--- src/rtl/sweep_generator_pkg.sv ---
// Shared types and constants for the NCO sweep generator.
package sweep_generator_pkg;

  // Sweep sequencer states
  typedef enum logic [1:0] {
    IDLE = 2'd0,
    UP   = 2'd1,
    DOWN = 2'd2
  } SWEEP_STATE;

  // Bit indices into the mode field
  localparam int unsigned MODE_TRIANGLE = 0;
  localparam int unsigned MODE_SINGLE   = 1;
  localparam int unsigned MODE_WIDTH    = 2;

endpackage

--- src/rtl/sweep_dwell_counter.sv ---
// Enable-gated dwell counter; fires a terminal-count pulse once count reaches the limit.
module sweep_dwell_counter #(
  parameter int unsigned WIDTH = 16
) (
  input  logic             ipClk,
  input  logic             Reset,
  input  logic             ipClear,
  input  logic             ipEnable,
  input  logic [WIDTH-1:0] ipLimit,
  output logic             opTerminal_c
);

  logic [WIDTH-1:0] count;

  // Terminal count is seen on the enabled tick that would otherwise overrun the limit
  assign opTerminal_c = ipEnable && !ipClear && (count >= ipLimit);

  // Count enabled ticks, wrapping to zero on terminal count
  always_ff @(posedge ipClk) begin
    if (Reset || ipClear) begin
      count <= '0;
    end else if (ipEnable) begin
      count <= opTerminal_c ? '0 : count + WIDTH'(1);
    end
  end

endmodule

--- src/rtl/sweep_generator.sv ---
// Stepped frequency-word generator for the NCO: sawtooth/triangle, continuous/single-shot.
module sweep_generator
  import sweep_generator_pkg::*;
#(
  parameter int unsigned WIDTH       = 32,
  parameter int unsigned DWELL_WIDTH = 16
) (
  input  logic                   ipClk,
  input  logic                   ipReset,
  input  logic                   ipClkEnable,
  input  logic                   ipStart,
  input  logic                   ipAbort,
  input  logic [MODE_WIDTH-1:0]  ipMode,
  input  logic [WIDTH-1:0]       ipFreqStart,
  input  logic [WIDTH-1:0]       ipFreqStop,
  input  logic [WIDTH-1:0]       ipFreqStep,
  input  logic [DWELL_WIDTH-1:0] ipDwell,
  output logic [WIDTH-1:0]       opFrequency,
  output logic                   opTrigger,
  output logic                   opBusy,
  output logic                   opDone,
  output logic                   opError
);

  // Snapshot of the configuration taken on an accepted start
  typedef struct packed {
    logic [MODE_WIDTH-1:0]  mode;
    logic [WIDTH-1:0]       start;
    logic [WIDTH-1:0]       stop;
    logic [WIDTH-1:0]       step;
    logic [DWELL_WIDTH-1:0] dwell;
  } SWEEP_CONFIG;

  logic        Reset;
  SWEEP_STATE  state;
  SWEEP_CONFIG cfg;

  logic             configValid_c;
  logic             startAccept_c;
  logic             startReject_c;
  logic             dwellClear_c;
  logic             dwellEnable_c;
  logic             stepTick_c;
  logic             cycleEnd_c;
  logic [WIDTH:0]   upSum_c;
  logic [WIDTH:0]   downDiff_c;
  logic [WIDTH-1:0] upNext_c;
  logic [WIDTH-1:0] downNext_c;

  // Reset request is registered once before use
  always_ff @(posedge ipClk) begin
    Reset <= ipReset;
  end

  // Start qualification and dwell counter control
  always_comb begin
    configValid_c = (ipFreqStart < ipFreqStop) && (ipFreqStep != '0);
    startAccept_c = ipStart && !ipAbort && configValid_c;
    startReject_c = ipStart && !ipAbort && !configValid_c;
    dwellClear_c  = ipAbort || startAccept_c || (state == IDLE);
    dwellEnable_c = ipClkEnable && (state != IDLE);
  end

  sweep_dwell_counter #(
    .WIDTH(DWELL_WIDTH)
  ) uDwell (
    .ipClk       (ipClk),
    .Reset       (Reset),
    .ipClear     (dwellClear_c),
    .ipEnable    (dwellEnable_c),
    .ipLimit     (cfg.dwell),
    .opTerminal_c(stepTick_c)
  );

  // Saturating next-step values and end-of-cycle detection
  always_comb begin
    upSum_c    = {1'b0, opFrequency} + {1'b0, cfg.step};
    downDiff_c = {1'b0, opFrequency} - {1'b0, cfg.step};
    upNext_c   = (upSum_c >= {1'b0, cfg.stop}) ? cfg.stop : upSum_c[WIDTH-1:0];
    downNext_c = (downDiff_c[WIDTH] || (downDiff_c[WIDTH-1:0] <= cfg.start))
                 ? cfg.start : downDiff_c[WIDTH-1:0];
    cycleEnd_c = 1'b0;
    if (stepTick_c) begin
      if ((state == UP) && (opFrequency >= cfg.stop) && !cfg.mode[MODE_TRIANGLE]) begin
        cycleEnd_c = 1'b1;
      end
      if ((state == DOWN) && (opFrequency <= cfg.start)) begin
        cycleEnd_c = 1'b1;
      end
    end
  end

  // Sweep sequencer with registered outputs
  always_ff @(posedge ipClk) begin
    if (Reset) begin
      state       <= IDLE;
      cfg         <= '0;
      opFrequency <= '0;
      opTrigger   <= 1'b0;
      opBusy      <= 1'b0;
      opDone      <= 1'b0;
      opError     <= 1'b0;
    end else begin
      opTrigger <= 1'b0;
      opDone    <= 1'b0;
      if (ipAbort) begin
        state  <= IDLE;
        opBusy <= 1'b0;
      end else if (startAccept_c) begin
        cfg         <= '{mode: ipMode, start: ipFreqStart, stop: ipFreqStop,
                         step: ipFreqStep, dwell: ipDwell};
        opFrequency <= ipFreqStart;
        opTrigger   <= 1'b1;
        opBusy      <= 1'b1;
        opError     <= 1'b0;
        state       <= UP;
      end else begin
        if (startReject_c) begin
          opError <= 1'b1;
        end
        if (cycleEnd_c) begin
          if (cfg.mode[MODE_SINGLE]) begin
            state  <= IDLE;
            opBusy <= 1'b0;
            opDone <= 1'b1;
          end else begin
            opFrequency <= cfg.start;
            opTrigger   <= 1'b1;
            state       <= UP;
          end
        end else if (stepTick_c) begin
          case (state)
            UP: begin
              if (opFrequency < cfg.stop) begin
                opFrequency <= upNext_c;
              end else begin
                // Triangle turns around at the top and steps down on the same tick
                state       <= DOWN;
                opFrequency <= downNext_c;
              end
            end
            DOWN:    opFrequency <= downNext_c;
            default: state <= IDLE;
          endcase
        end
      end
    end
  end

endmodule

--- config.mk ---
export PLATFORM = sky130hd
export DESIGN_NAME = sweep_generator
export DESIGN_NICKNAME = d
export VERILOG_FILES = /design/src/rtl/sweep_generator_pkg.sv /design/src/rtl/sweep_dwell_counter.sv /design/src/rtl/sweep_generator.sv
export SDC_FILE = /design/constraint.sdc
export NUM_CORES = 1
export LEC_CHECK = 0
export ABC_AREA = 0
export CAP_MARGIN = 20
export CELL_PAD_IN_SITES_DETAIL_PLACEMENT = 0
export CELL_PAD_IN_SITES_GLOBAL_PLACEMENT = 1
export CORE_UTILIZATION = 47
export DETAILED_ROUTE_END_ITERATION = 7
export GPL_TIMING_DRIVEN = 0
export PLACE_DENSITY_LB_ADDON = 0.3
export SETUP_SLACK_MARGIN = 0.2
export SLEW_MARGIN = 5
export SYNTH_ARGS = -nofsm -noshare
export SYNTH_HDL_FRONTEND = slang
export SYNTH_SLANG_ARGS = --single-unit
--- constraint.sdc ---
create_clock -name ipClk -period 13.2 [get_ports ipClk]
set_input_delay 1.32 -clock ipClk [delete_from_list [all_inputs] [get_ports ipClk]]
set_output_delay 1.32 -clock ipClk [all_outputs]
set_load 0.05 [all_outputs]
==> impl_metrics.env <==
export IMPL_status="finished with violations"
export IMPL_violations="design-rule violations"
export IMPL_number_of_global_route_vias_before_repair=14982
export IMPL_reg2reg_from="opFrequency[15]$_SDFFE_PP0P_"
export IMPL_crit_type="flop to flop"
export IMPL_i_o_pin_total=155
export IMPL_worst_ir_drop_vdd_mv=0.1148
export IMPL_leading_cell_types_in_the_layout_fill_and_taps_excluded="sky130_fd_sc_hd__nand2_1 (334), sky130_fd_sc_hd__ha_1 (243), sky130_fd_sc_hd__a21oi_1 (239)"
export IMPL_hold_end="cfg[6]$_SDFFE_PP0P_"
export IMPL_die_area_um2=32900
export IMPL_final_setup_tns_ps=0
export IMPL_place_gp_congestion=0.9466
export IMPL_postLayoutCoreUtil_pct=56.29
export IMPL_cts_sink_count=169
export IMPL_synth_mux_area_share_pct=1.382
export IMPL_cts_hold_buf=0
export IMPL_cts_inserted_buffers=17
export IMPL_yosys_register_bits=169
export IMPL_detailed_place_hpwl_um=46560
export IMPL_synth_top_family_by_area="compound AO/OA/AOI/OAI gates"
export IMPL_setup_viol_count_final=0
export IMPL_dpl_worst_slack_ps=5401
export IMPL_detail_route_wl_per_cell_um=22.15
export IMPL_row_count=65
export IMPL_fin_crit_sh_pct=61.07
export IMPL_syn_mean_instance_area_um2=7.517
export IMPL_power_per_cell_area_nw_per_um2=125.4
export IMPL_post_cts_resized_instances=0
export IMPL_hold_path_startpoint="cfg[6]$_SDFFE_PP0P_"
export IMPL_synth_area_um2=15120
export IMPL_tritoncts="yes"
export IMPL_antennaDiodeCount=0
export IMPL_placed_area_um2=17180
export IMPL_r2r_slack_ps=5140
export IMPL_ctsLongestPathBuffers=2
export IMPL_clk_latency_ps=480
export IMPL_maximum_number_of_pins_on_one_net_before_global_route_repair=19
export IMPL_cp_start_kind="flop"
export IMPL_overflow=0
export IMPL_critPathArrivalTime_ps=8420
export IMPL_chip_width_um=181.4
export IMPL_finish_net_count=2552
export IMPL_core_um2=31640
export IMPL_number_of_antenna_violations_at_the_first_check_in_global_routing=0
export IMPL_number_of_enable_flip_flop_cells_after_synthesis=0
export IMPL_clock_tree_htree_level_count=4
export IMPL_post_synth_xor_area_fraction_pct=3.938
export IMPL_ys_warnings_count=0
export IMPL_routed_wirelength_um=57660
export IMPL_synthAdderAreaFrac_pct=20.37
export IMPL_drt_first_pass_iters=8
export IMPL_first_pass_grt_wire_length_um=86930
export IMPL_finish_instance_area_um2=17810
export IMPL_worstHoldPathCells=2
export IMPL_critPathCaptureType="flop"
export IMPL_area_growth_pct=17.74
export IMPL_power_leakage_nw=7.200
export IMPL_synthesized_instance_count=2012
export IMPL_worst_r2r_path_cells=22
export IMPL_antenna_left=0
export IMPL_synth_compound_area_share_pct=24.72
export IMPL_post_synthesis_simple_gate_area_fraction_pct=19.70
export IMPL_ys_seq_area_share_pct=22.37
export IMPL_initial_core_util_pct=47.81
export IMPL_synth_ff_type="sky130_fd_sc_hd__dfxtp_1"
export IMPL_finalCriticalPeriod_ps=8061
export IMPL_drcViolationCount=4
export IMPL_dr_total_vias=15816
export IMPL_rsz0062_at_grt="no"
export IMPL_final_max_tran_viols=0
export IMPL_tightest_slew_ps=1109
export IMPL_final_setup_skew_ps=26.03
export IMPL_max_clock_freq_mhz=124.1
export IMPL_grt_total_usage_pct=35.00
export IMPL_crit_reg2reg_capture="opFrequency[25]$_SDFFE_PP0P_"
export IMPL_synth_fp_nets=2376
export IMPL_hold_vio_cnt_final=0
export IMPL_layout_cells_most_common="sky130_fd_sc_hd__nand2_1"
export IMPL_worst_endpoint_required_ps=13560
export IMPL_clock_transition_at_path_regs_ps=90
export IMPL_postCtsSetupRepairBufs=0
export IMPL_layout_drive_gt1_share_pct=4.044
export IMPL_die_y_um=181.4
export IMPL_final_setup_worst_slack_ps=5139
export IMPL_cap_violations=0
export IMPL_violation_count_after_the_first_detailed_routing_iteration=1460
export IMPL_slew_limit_headroom_pct=25.95
export IMPL_synth_distinct_cells=77
export IMPL_port_buffers=154
export IMPL_clockRootBuffer="sky130_fd_sc_hd__clkbuf_16"
export IMPL_crit_fanout=10
export IMPL_via_per_inst=6.076
export IMPL_min_path_type="flop to flop"
export IMPL_post_synth_arst_share_pct=0
-- how the worst max path moves through the flow --
stage,startpoint,end
after global routing,opFrequency[6]$_SDFFE_PP0P_,opFrequency[25]$_SDFFE_PP0P_
after floorplan,opFrequency[6]$_SDFFE_PP0P_,opFrequency[25]$_SDFFE_PP0P_
after global placement,opFrequency[15]$_SDFFE_PP0P_,opFrequency[25]$_SDFFE_PP0P_
final,opFrequency[15]$_SDFFE_PP0P_,opFrequency[25]$_SDFFE_PP0P_
after detailed placement,opFrequency[6]$_SDFFE_PP0P_,opFrequency[25]$_SDFFE_PP0P_
after CTS,opFrequency[6]$_SDFFE_PP0P_,opFrequency[25]$_SDFFE_PP0P_
-- worst max-delay path, stage by stage (launching register included) --
cell	delay [ps]
sky130_fd_sc_hd__dfxtp_1	600
sky130_fd_sc_hd__ha_1	360
sky130_fd_sc_hd__clkbuf_1	280
sky130_fd_sc_hd__nand2_1	180
sky130_fd_sc_hd__o22ai_1	110
sky130_fd_sc_hd__o41ai_1	720
sky130_fd_sc_hd__a31oi_1	310
sky130_fd_sc_hd__o21ai_0	790
sky130_fd_sc_hd__o211ai_1	240
sky130_fd_sc_hd__a21oi_1	230
sky130_fd_sc_hd__xnor2_1	190
sky130_fd_sc_hd__ha_1	370
sky130_fd_sc_hd__nand4_1	90
sky130_fd_sc_hd__nor3_1	480
sky130_fd_sc_hd__o211ai_1	170
sky130_fd_sc_hd__a211oi_1	240
sky130_fd_sc_hd__a21oi_1	150
sky130_fd_sc_hd__a211oi_2	900
sky130_fd_sc_hd__clkbuf_1	550
sky130_fd_sc_hd__buf_2	390
sky130_fd_sc_hd__mux2_2	370
sky130_fd_sc_hd__nand3_1	80
sky130_fd_sc_hd__o211ai_1	100
-- Yosys cell counts, types with 5 or more instances --
cell type	number	share of area [%]
sky130_fd_sc_hd__xnor2_1	42	2.4
sky130_fd_sc_hd__a211oi_1	22	1.1
sky130_fd_sc_hd__xor2_1	26	1.5
sky130_fd_sc_hd__and4_1	11	0.64
sky130_fd_sc_hd__nor4_1	16	0.66
sky130_fd_sc_hd__nor2b_1	31	1.3
sky130_fd_sc_hd__inv_1	183	4.5
sky130_fd_sc_hd__o31ai_1	7	0.35
sky130_fd_sc_hd__a222oi_1	24	1.6
sky130_fd_sc_hd__o21a_1	14	0.69
sky130_fd_sc_hd__and3_1	16	0.66
sky130_fd_sc_hd__clkbuf_1	75	1.9
sky130_fd_sc_hd__nand3_1	20	0.66
sky130_fd_sc_hd__mux2_2	15	1.1
sky130_fd_sc_hd__a21o_1	35	1.7
sky130_fd_sc_hd__nand2_1	334	8.3
sky130_fd_sc_hd__a2111oi_0	6	0.35
sky130_fd_sc_hd__a41oi_1	6	0.35
sky130_fd_sc_hd__o21ai_0	79	2.6
sky130_fd_sc_hd__dfxtp_1	169	22
sky130_fd_sc_hd__a311oi_1	29	1.7
sky130_fd_sc_hd__ha_1	243	20
sky130_fd_sc_hd__buf_2	11	0.36
sky130_fd_sc_hd__o21bai_1	10	0.50
sky130_fd_sc_hd__a21oi_1	239	7.9
sky130_fd_sc_hd__a31oi_1	16	0.66
sky130_fd_sc_hd__a311o_1	7	0.46
sky130_fd_sc_hd__o211ai_1	26	1.3
sky130_fd_sc_hd__nand4_1	30	1.2
sky130_fd_sc_hd__buf_4	6	0.30
sky130_fd_sc_hd__nor3_1	29	0.96
sky130_fd_sc_hd__a211o_1	5	0.29
sky130_fd_sc_hd__nand2b_1	24	0.99
sky130_fd_sc_hd__nor2_1	116	2.9
-- metal layers --
layer	wire length (um)	vias up	GRT usage, %
met4	2510	0	15.29
met2	25140	699	55.09
met1	25050	7483	46.04
li1	-	7516	-
met3	4956	118	7.381
met5	0	-	0
-- cell type report --
class,instances,area (um^2)
well taps,402,503.0
repair buffers,157,1563
plain buffers,100,451.7
multi-input cells,1560,10600
inverters,183,686.9
fillers,3073,13830
flip-flops and latches,169,3383
clock inverters,14,178.9
clock buffers,18,439.2
-- state kept, by name (all words and copies together), names as in the netlist, 2 cells and up --
register and cells:
uDwell.count 16, cfg 114, opFrequency 32, state 2
-- kinds of logic (layout without fill, tap and decap cells) --
| group | after synthesis | count (layout) |
|---|---|---|
| XOR/XNOR | 68 | 68 |
| buffers and inverters | 283 | 472 |
| AO/OA/AOI/OAI | 573 | 573 |
| flip-flops | 169 | 169 |
| AND/OR/NAND/NOR | 655 | 655 |
| multiplexers | 19 | 19 |
| adder cells (fa/ha/maj) | 245 | 245 |
-- report_power, final --
part           internal [W]  switching, W  leakage (nW)  total (W)
Clock              0.000278      0.000270         0.297   0.000549
Sequential         0.000534     0.0000367          1.38   0.000571
Combinational      0.000408      0.000705          5.53    0.00111
-- through the flow --
stage                     cells  hold slack [ps]  total power, W
after floorplan            2012            436.3        0.001272
after global placement     2568            445.1        0.001644
after detailed placement   2570            447.5        0.001659
after CTS                  2602            458.0        0.002205
after global routing       2603            475.5        0.002340
final                      2603            456.0        0.002233
(Power assumes the default switching activity.)
